`src/rtl/accessory_pkg.sv`:
```
// Shared types and constants for the G-15 accessory responder.
package accessory_pkg;

    localparam int WORD_BITS_DEFAULT = 29;
    localparam int OUT_DEPTH_DEFAULT = 2;

    typedef enum logic {
        IN_IDLE  = 1'b0,
        IN_ARMED = 1'b1
    } in_state_t;

    // Width of a counter that indexes n positions (at least one bit).
    function automatic int cnt_width(input int n);
        return (n > 1) ? $clog2(n) : 1;
    endfunction

endpackage

```
`src/rtl/accessory_if.sv`:
```
// Host-side word handshakes: words to the computer (in_*) and from it (out_*).
interface accessory_if
    import accessory_pkg::*;
#(
    parameter int WORD_BITS = WORD_BITS_DEFAULT
);

    logic [WORD_BITS-1:0] in_word;
    logic                 in_valid;
    logic                 in_ready;
    logic [WORD_BITS-1:0] out_word;
    logic                 out_valid;
    logic                 out_ready;

    // Host bridge side.
    modport master (
        output in_word, in_valid, out_ready,
        input  in_ready, out_word, out_valid
    );

    // Responder side.
    modport slave (
        input  in_word, in_valid, out_ready,
        output in_ready, out_word, out_valid
    );

endinterface

```
`src/rtl/accessory_fifo.sv`:
```
// Small synchronous FIFO for words received from the computer.
// Pointers carry one extra wrap bit so full and empty are distinguishable.
module accessory_fifo
    import accessory_pkg::*;
#(
    parameter int WIDTH = WORD_BITS_DEFAULT,
    parameter int DEPTH = OUT_DEPTH_DEFAULT
) (
    input  logic             clk,
    input  logic             rst,
    input  logic             push,
    input  logic [WIDTH-1:0] push_data,
    input  logic             pop,
    output logic [WIDTH-1:0] pop_data,
    output logic             full,
    output logic             empty
);

    localparam int            AW      = cnt_width(DEPTH);
    localparam logic [AW:0]   PTR_ONE = (AW + 1)'(1);

    logic [WIDTH-1:0] mem_q [DEPTH];
    logic [AW:0]      wr_q;
    logic [AW:0]      rd_q;
    logic             do_push;
    logic             do_pop;

    assign empty   = (wr_q == rd_q);
    assign full    = (wr_q[AW] != rd_q[AW]) && (wr_q[AW-1:0] == rd_q[AW-1:0]);
    assign do_pop  = pop && !empty;
    // A pop in the same cycle frees the slot, so a push on a full FIFO still lands.
    assign do_push = push && (!full || do_pop);
    // The head reads as zero while empty, which keeps out_word clean after reset.
    assign pop_data = empty ? '0 : mem_q[rd_q[AW-1:0]];

    // Storage write.
    // NOTE: the word array is deliberately not reset; only the pointers are, and they decide what is visible.
    always_ff @(posedge clk) begin
        if (do_push) begin
            mem_q[wr_q[AW-1:0]] <= push_data;
        end
    end

    // Read and write pointers.
    // NOTE: sequential state always uses non-blocking assignments so every flop samples pre-edge values.
    always_ff @(posedge clk or posedge rst) begin
        if (rst) begin
            wr_q <= '0;
            rd_q <= '0;
        end else begin
            if (do_push) wr_q <= wr_q + PTR_ONE;
            if (do_pop)  rd_q <= rd_q + PTR_ONE;
        end
    end

endmodule

```
`src/rtl/accessory_responder.sv`:
```
// Device end of the G-15 accessory interface: serialises host words onto PL19
// (LSB first) on start/stop-input commands, and assembles PL20 bits into words.
module accessory_responder
    import accessory_pkg::*;
#(
    parameter int WORD_BITS = WORD_BITS_DEFAULT,
    parameter int OUT_DEPTH = OUT_DEPTH_DEFAULT
) (
    input  logic       CLOCK,
    input  logic       rst,
    input  logic       PL19_START_INPUT,
    input  logic       PL19_STOP_INPUT,
    input  logic       PL19_SHIFT_CMD_M20,
    output logic       PL19_INPUT,
    input  logic       PL20_SHIFT,
    input  logic       PL20_OUTPUT,
    accessory_if.slave host,
    output logic       underrun,
    output logic       overrun,
    output logic       in_active
);

    localparam int            CW       = cnt_width(WORD_BITS);
    localparam logic [CW-1:0] LAST_BIT = CW'(WORD_BITS - 1);
    localparam logic [CW-1:0] CNT_ONE  = CW'(1);

    in_state_t            state_q, state_d;
    logic [WORD_BITS-1:0] shift_q, shift_d;
    logic [WORD_BITS-1:0] hold_q, hold_d;
    logic [CW-1:0]        cnt_q, cnt_d;
    logic                 loaded_q, loaded_d;
    logic                 hold_full_q, hold_full_d;
    logic                 underrun_q, underrun_d;
    logic                 pl19_q, pl19_d;
    logic                 armed_shift, entering, wrap, idle_load;

    logic [WORD_BITS-1:0] asm_q, asm_d;
    logic [CW-1:0]        ocnt_q, ocnt_d;
    logic                 overrun_q, overrun_d;
    logic                 push, pop;
    logic                 fifo_full, fifo_empty;
    logic [WORD_BITS-1:0] fifo_head;

    // Input FSM state register.
    always_ff @(posedge CLOCK or posedge rst) begin
        if (rst) state_q <= IN_IDLE;
        else     state_q <= state_d;
    end

    // Input FSM next state: STOP wins over START from any state.
    // NOTE: every combinational output gets a default first, so no path can infer a latch.
    always_comb begin
        state_d = state_q;
        if (PL19_STOP_INPUT)       state_d = IN_IDLE;
        else if (PL19_START_INPUT) state_d = IN_ARMED;
    end

    // Input FSM outputs.
    always_comb begin
        in_active = (state_q == IN_ARMED);
    end

    // Serialiser: holding register, shift register, bit counter and word loads.
    always_comb begin
        shift_d     = shift_q;
        hold_d      = hold_q;
        cnt_d       = cnt_q;
        loaded_d    = loaded_q;
        hold_full_d = hold_full_q;
        underrun_d  = underrun_q;

        armed_shift = (state_q == IN_ARMED) && PL19_SHIFT_CMD_M20;
        entering    = (state_q == IN_IDLE) && (state_d == IN_ARMED);
        wrap        = armed_shift && (cnt_q == LAST_BIT);
        // Armed with nothing loaded and sitting on a word boundary: take a word as soon as one arrives.
        idle_load   = (state_q == IN_ARMED) && !loaded_q && (cnt_q == '0) && hold_full_q;

        if (state_d == IN_IDLE) begin
            // Leaving or staying idle drops any partial word; the holding word survives.
            shift_d  = '0;
            cnt_d    = '0;
            loaded_d = 1'b0;
        end else begin
            if (armed_shift) begin
                shift_d = shift_q >> 1;
                cnt_d   = wrap ? '0 : cnt_q + CNT_ONE;
                if (!loaded_q) underrun_d = 1'b1;
            end
            if (entering || wrap || idle_load) begin
                cnt_d    = '0;
                loaded_d = hold_full_q;
                if (hold_full_q) begin
                    shift_d     = hold_q;
                    hold_full_d = 1'b0;
                end
            end
        end

        // A load only happens from a full slot and a write only into an empty one, so they never collide.
        if (host.in_valid && !hold_full_q) begin
            hold_d      = host.in_word;
            hold_full_d = 1'b1;
        end

        pl19_d = (state_d == IN_ARMED) && loaded_d && shift_d[0];
    end

    // Serialiser registers.
    always_ff @(posedge CLOCK or posedge rst) begin
        if (rst) begin
            shift_q     <= '0;
            hold_q      <= '0;
            cnt_q       <= '0;
            loaded_q    <= 1'b0;
            hold_full_q <= 1'b0;
            underrun_q  <= 1'b0;
            pl19_q      <= 1'b0;
        end else begin
            shift_q     <= shift_d;
            hold_q      <= hold_d;
            cnt_q       <= cnt_d;
            loaded_q    <= loaded_d;
            hold_full_q <= hold_full_d;
            underrun_q  <= underrun_d;
            pl19_q      <= pl19_d;
        end
    end

    // Assembler: PL20 bits enter at the MSB end; a low PL20_SHIFT discards any partial word.
    always_comb begin
        asm_d     = asm_q;
        ocnt_d    = ocnt_q;
        overrun_d = overrun_q;
        push      = 1'b0;
        pop       = !fifo_empty && host.out_ready;
        if (PL20_SHIFT) begin
            asm_d = {PL20_OUTPUT, asm_q[WORD_BITS-1:1]};
            if (ocnt_q == LAST_BIT) begin
                ocnt_d = '0;
                push   = 1'b1;
                if (fifo_full && !pop) overrun_d = 1'b1;
            end else begin
                ocnt_d = ocnt_q + CNT_ONE;
            end
        end else begin
            ocnt_d = '0;
        end
    end

    // Assembler registers.
    always_ff @(posedge CLOCK or posedge rst) begin
        if (rst) begin
            asm_q     <= '0;
            ocnt_q    <= '0;
            overrun_q <= 1'b0;
        end else begin
            asm_q     <= asm_d;
            ocnt_q    <= ocnt_d;
            overrun_q <= overrun_d;
        end
    end

    accessory_fifo #(
        .WIDTH (WORD_BITS),
        .DEPTH (OUT_DEPTH)
    ) u_fifo (
        .clk       (CLOCK),
        .rst       (rst),
        .push      (push),
        .push_data (asm_d),
        .pop       (pop),
        .pop_data  (fifo_head),
        .full      (fifo_full),
        .empty     (fifo_empty)
    );

    assign PL19_INPUT     = pl19_q;
    assign host.in_ready  = !hold_full_q;
    assign host.out_valid = !fifo_empty;
    assign host.out_word  = fifo_head;
    assign underrun       = underrun_q;
    assign overrun        = overrun_q;

endmodule

```
`src/flat_wrapper.sv`:
```
// flat-port wrapper written by rule: the top's interface ports become plain ports
module accessory_responder_flat import accessory_pkg::*;
#(
    parameter int WORD_BITS = WORD_BITS_DEFAULT,
    parameter int OUT_DEPTH = OUT_DEPTH_DEFAULT
)
  (CLOCK, rst, PL19_START_INPUT, PL19_STOP_INPUT, PL19_SHIFT_CMD_M20, PL19_INPUT, PL20_SHIFT, PL20_OUTPUT, underrun, overrun, in_active, host_in_word, host_in_valid, host_out_ready, host_in_ready, host_out_word, host_out_valid);
  accessory_if #(.WORD_BITS(WORD_BITS)) host_i ();
  input  logic CLOCK;
  input  logic rst;
  input  logic PL19_START_INPUT;
  input  logic PL19_STOP_INPUT;
  input  logic PL19_SHIFT_CMD_M20;
  output logic PL19_INPUT;
  input  logic PL20_SHIFT;
  input  logic PL20_OUTPUT;
  output logic underrun;
  output logic overrun;
  output logic in_active;
  input wire logic [$bits(host_i.in_word)-1:0] host_in_word;
  input wire logic [$bits(host_i.in_valid)-1:0] host_in_valid;
  input wire logic [$bits(host_i.out_ready)-1:0] host_out_ready;
  output wire logic [$bits(host_i.in_ready)-1:0] host_in_ready;
  output wire logic [$bits(host_i.out_word)-1:0] host_out_word;
  output wire logic [$bits(host_i.out_valid)-1:0] host_out_valid;
  assign host_i.in_word = host_in_word;
  assign host_i.in_valid = host_in_valid;
  assign host_i.out_ready = host_out_ready;
  assign host_in_ready = host_i.in_ready;
  assign host_out_word = host_i.out_word;
  assign host_out_valid = host_i.out_valid;
  accessory_responder #(.WORD_BITS(WORD_BITS), .OUT_DEPTH(OUT_DEPTH)) u_core (.CLOCK(CLOCK), .rst(rst), .PL19_START_INPUT(PL19_START_INPUT), .PL19_STOP_INPUT(PL19_STOP_INPUT), .PL19_SHIFT_CMD_M20(PL19_SHIFT_CMD_M20), .PL19_INPUT(PL19_INPUT), .PL20_SHIFT(PL20_SHIFT), .PL20_OUTPUT(PL20_OUTPUT), .host(host_i), .underrun(underrun), .overrun(overrun), .in_active(in_active));
endmodule
```
`config.mk`:
```
export PLATFORM = sky130hd
export DESIGN_NAME = accessory_responder_flat
export DESIGN_NICKNAME = d
export VERILOG_FILES = /design/src/rtl/accessory_pkg.sv /design/src/rtl/accessory_if.sv /design/src/rtl/accessory_fifo.sv /design/src/rtl/accessory_responder.sv /design/src/flat_wrapper.sv
export SDC_FILE = /design/constraint.sdc
export NUM_CORES = 1
export LEC_CHECK = 0
export ABC_CLOCK_PERIOD_IN_PS = 4600
export CAP_MARGIN = 20
export CORE_ASPECT_RATIO = 0.75
export CORE_MARGIN = 1
export CORE_UTILIZATION = 45
export DETAILED_ROUTE_END_ITERATION = 10
export DONT_BUFFER_PORTS = 1
export SLEW_MARGIN = 10
export SYNTH_ARGS = -nofsm -noshare
export SYNTH_HDL_FRONTEND = slang
export SYNTH_SLANG_ARGS = --single-unit
export TNS_END_PERCENT = 5
```
`constraint.sdc`:
```
create_clock -name CLOCK -period 4.6 [get_ports CLOCK]
set_clock_uncertainty 0.05 [all_clocks]
set_input_delay 0.46 -clock CLOCK [delete_from_list [all_inputs] [get_ports CLOCK]]
set_output_delay 0.46 -clock CLOCK [all_outputs]
set_load 0.03 [all_outputs]
```
==> flow_summary.json <==
{
  "vias": 3675,
  "synthXorXnorAreaFrac_pct": 1.27,
  "synth_nets": 520,
  "dieHeight_um": 109,
  "hpwlAfterDp_um": 7520,
  "drv_slew": 0,
  "grt-ovfl-total": 0,
  "endpoint_kind": "output port",
  "pin_count": 73,
  "clkSinkCount": 165,
  "leakage_uw": 0.00338,
  "yosysWarnings": 0,
  "grt_pass1_vias": 3767,
  "cp_max_fo": 32,
  "drive_gt1_share_pct": 22.1,
  "start_util_pct": 46.9,
  "ys_seq_area_share_pct": 64.2,
  "path_delay_family": "simple AND/OR/NAND/NOR gates",
  "antennaDiodeCount": 0,
  "synthesis.area_mm2": 0.00689,
  "die_w_um": 145,
  "numCtsBuffers": 17,
  "path_buf_inv": 2,
  "grt_antenna_before_repair": 1,
  "grt_pass1_wl_um": 19800,
  "hold_class": "in2async",
  "drc_errors": 0,
  "crit_path_start_kind": "flip-flop",
  "ys_types": 42,
  "insertion_delay_ns": 0.43,
  "port_buffers": 0,
  "max_stage_delay_ns": 0.48,
  "crit_slowest_cell": "buf_4",
  "gp_congestion": 0.720,
  "synth_top_family_by_area": "multiplexers",
  "cts-root-buf": "clkbuf_16",
  "worst_slew_margin_rel_pct": 35.5,
  "worstPathCellList": "buf_4 > xnor2_1 > and2_1 > buf_8 > nor2_1",
  "dr.pass1.iters": 6,
  "synth_top_area_cell": "dfrtp_1",
  "ant_nets": 0,
  "cts-resized-gates": 0,
  "status": "complete, no violations",
  "finalSetupViolations": 0,
  "area_growth_pct": 10.9,
  "core_region_area_mm2": 0.0147,
  "criticalPathCategory": "reg2out",
  "cp.arrival_ns": 2.35,
  "yosys_register_bits": 165,
  "fin_util_pct": 52.0,
  "rows": 38,
  "drt-initial-drc-count": 229,
  "yosys.area_share.simple_pct": 6.98,
  "holdWs_ns": 0.0502,
  "hold_buffers": 0,
  "yosysTopAreaCellShare_pct": 38.9,
  "tritoncts": "built",
  "wl_um": 12300,
  "maxCapViolations": 0,
  "gr-usage-all-layers_pct": 17.2,
  "power_density_mw_per_mm2": 534,
  "fmax_mhz": 349,
  "final_hold_viol_count": 0,
  "syn-mean-instance-area_um2": 14.4,
  "viasPerCell": 5.34,
  "final_net_count": 517,
  "post_cts_buffers": 0,
  "htree_levels": 4,
  "worstMarginPinSlew_ns": 0.967,
  "wire_per_inst_um": 17.9,
  "cts_buffer_depth": 2,
  "ir_worst_vdd_uv": 302,
  "muxShareOfSynthArea_pct": 18.1,
  "synth-compound-area-share_pct": 6.09,
  "clkSlewWorstSetupHoldPaths_ns": 0.07,
  "grt_max_degree": 78,
  "stdcell_area_mm2": 0.00764,
  "fin_crit_ns": 2.86,
  "netlist_top_cells_area": "dfrtp_1 (39%), edfxtp_1 (25%), mux2_2 (9.6%), mux2i_1 (8.4%), o211a_1 (3.9%)",
  "required_ns": 4.09,
  "dpl-instance-area_mm2": 0.00705,
  "fin_crit_sh_pct": 62.3,
  "fin_setup_tns_ns": 0,
  "synthCells": 478,
  "synthAdderAreaFrac_pct": 0.727,
  "dieArea_mm2": 0.0158,
  "rsz0062_at_grt": "false"
}
final timing paths:
path	startpoint	endpoint	slack, ns	cells after the start
min in group CLOCK	host_in_valid	u_core.hold_full_q$_DFFE_PP0P_	0.12	1
worst min register to register	u_core.u_fifo.wr_q[1]$_DFFE_PP0P_	u_core.u_fifo.wr_q[1]$_DFFE_PP0P_	0.44	1
max in group asynchronous	rst	u_core.asm_q[4]$_DFF_PP0_	3.45	2
worst max register to register	u_core.u_fifo.rd_q[0]$_DFFE_PP0P_	u_core.u_fifo.mem_q[1][18]$_DFFE_PP_	2.05	5
worst max-delay path	u_core.u_fifo.rd_q[0]$_DFFE_PP0P_	host_out_word[20]	1.74	5
worst min-delay path	rst	u_core.hold_q[16]$_DFFE_PP0P_	0.05	1
synth_stat cells, drive strengths merged:
cell type  number
a211oi          3
a21oi           3
a22oi           1
a311o           1
a31o            1
a31oi           1
and2            8
and3            1
and4            2
buf            10
clkbuf         19
dfrtp         107
edfxtp         58
ha              4
inv            11
mux2           59
mux2i          58
nand2          10
nand3          30
nand4           2
nor2           35
nor2b           2
nor3b           2
nor4            1
o2111ai         1
o211a          27
o211ai          1
o21ai           4
o21bai          1
o22a            1
o41ai           1
or2             2
or3b            1
xnor2           6
xor2            4
metrics by stage:
step | total power, uW | std cells | setup slack [ns]
6_report | 4080 | 688 | 1.74
4_1_cts | 4120 | 687 | 1.23
3_5_place_dp | 2730 | 655 | 1.70
3_3_place_gp | 2700 | 655 | 1.81
5_1_grt | 4290 | 688 | 1.58
2_1_floorplan | 2580 | 478 | 1.27
cells by family (layout without fill, tap and decap cells):
kind of cell	count (synthesis)	count (layout)
compound gates	46	46
buf+inv	40	50
fa+ha+maj	4	4
mux	117	117
flops	165	165
xor+xnor	10	10
simple gates	96	96
metal layers:
metal / GRT usage [%] / routed length (um)
met4: 6.32 / 129
met1: 23.4 / 6060
met3: 6.02 / 519
met5: 0 / 13
met2: 25.3 / 5570
final cells by class:
cell class / instances / area, um2
clock buffer: 17 / 425
clock inverter: 15 / 146
fill: 1218 / 7050
inverter: 11 / 43.8
multi-input combinational: 273 / 2290
sequential: 165 / 4420
tap: 200 / 250
timing repair buffer: 7 / 60.1
placed cells by master, fill, tap and decap left out, drive strengths merged, types with 10 or more instances in the layout:
master  count
clkbuf     17
dfrtp     107
edfxtp     58
inv        18
mux2       59
mux2i      58
nand2      10
nand3      30
nor2       35
o211a      27
sequential cells by signal, summed over array words and instances (netlist names):
register	cells
u_core.u_fifo.mem_q	58
u_core.asm_q	29
u_core.hold_q	29
u_core.shift_q	29
u_core.cnt_q	5
u_core.ocnt_q	5
u_core.u_fifo.rd_q	2
u_core.u_fifo.wr_q	2
u_core.PL19_INPUT	1
u_core.hold_full_q	1
u_core.in_active	1
u_core.loaded_q	1
u_core.overrun	1
u_core.underrun	1
report_power, final:
part           switching [uW]  internal [uW]
Clock                     615            759
Combinational             432            306
Sequential                142           1820
Power figures use the tool's default switching activity.
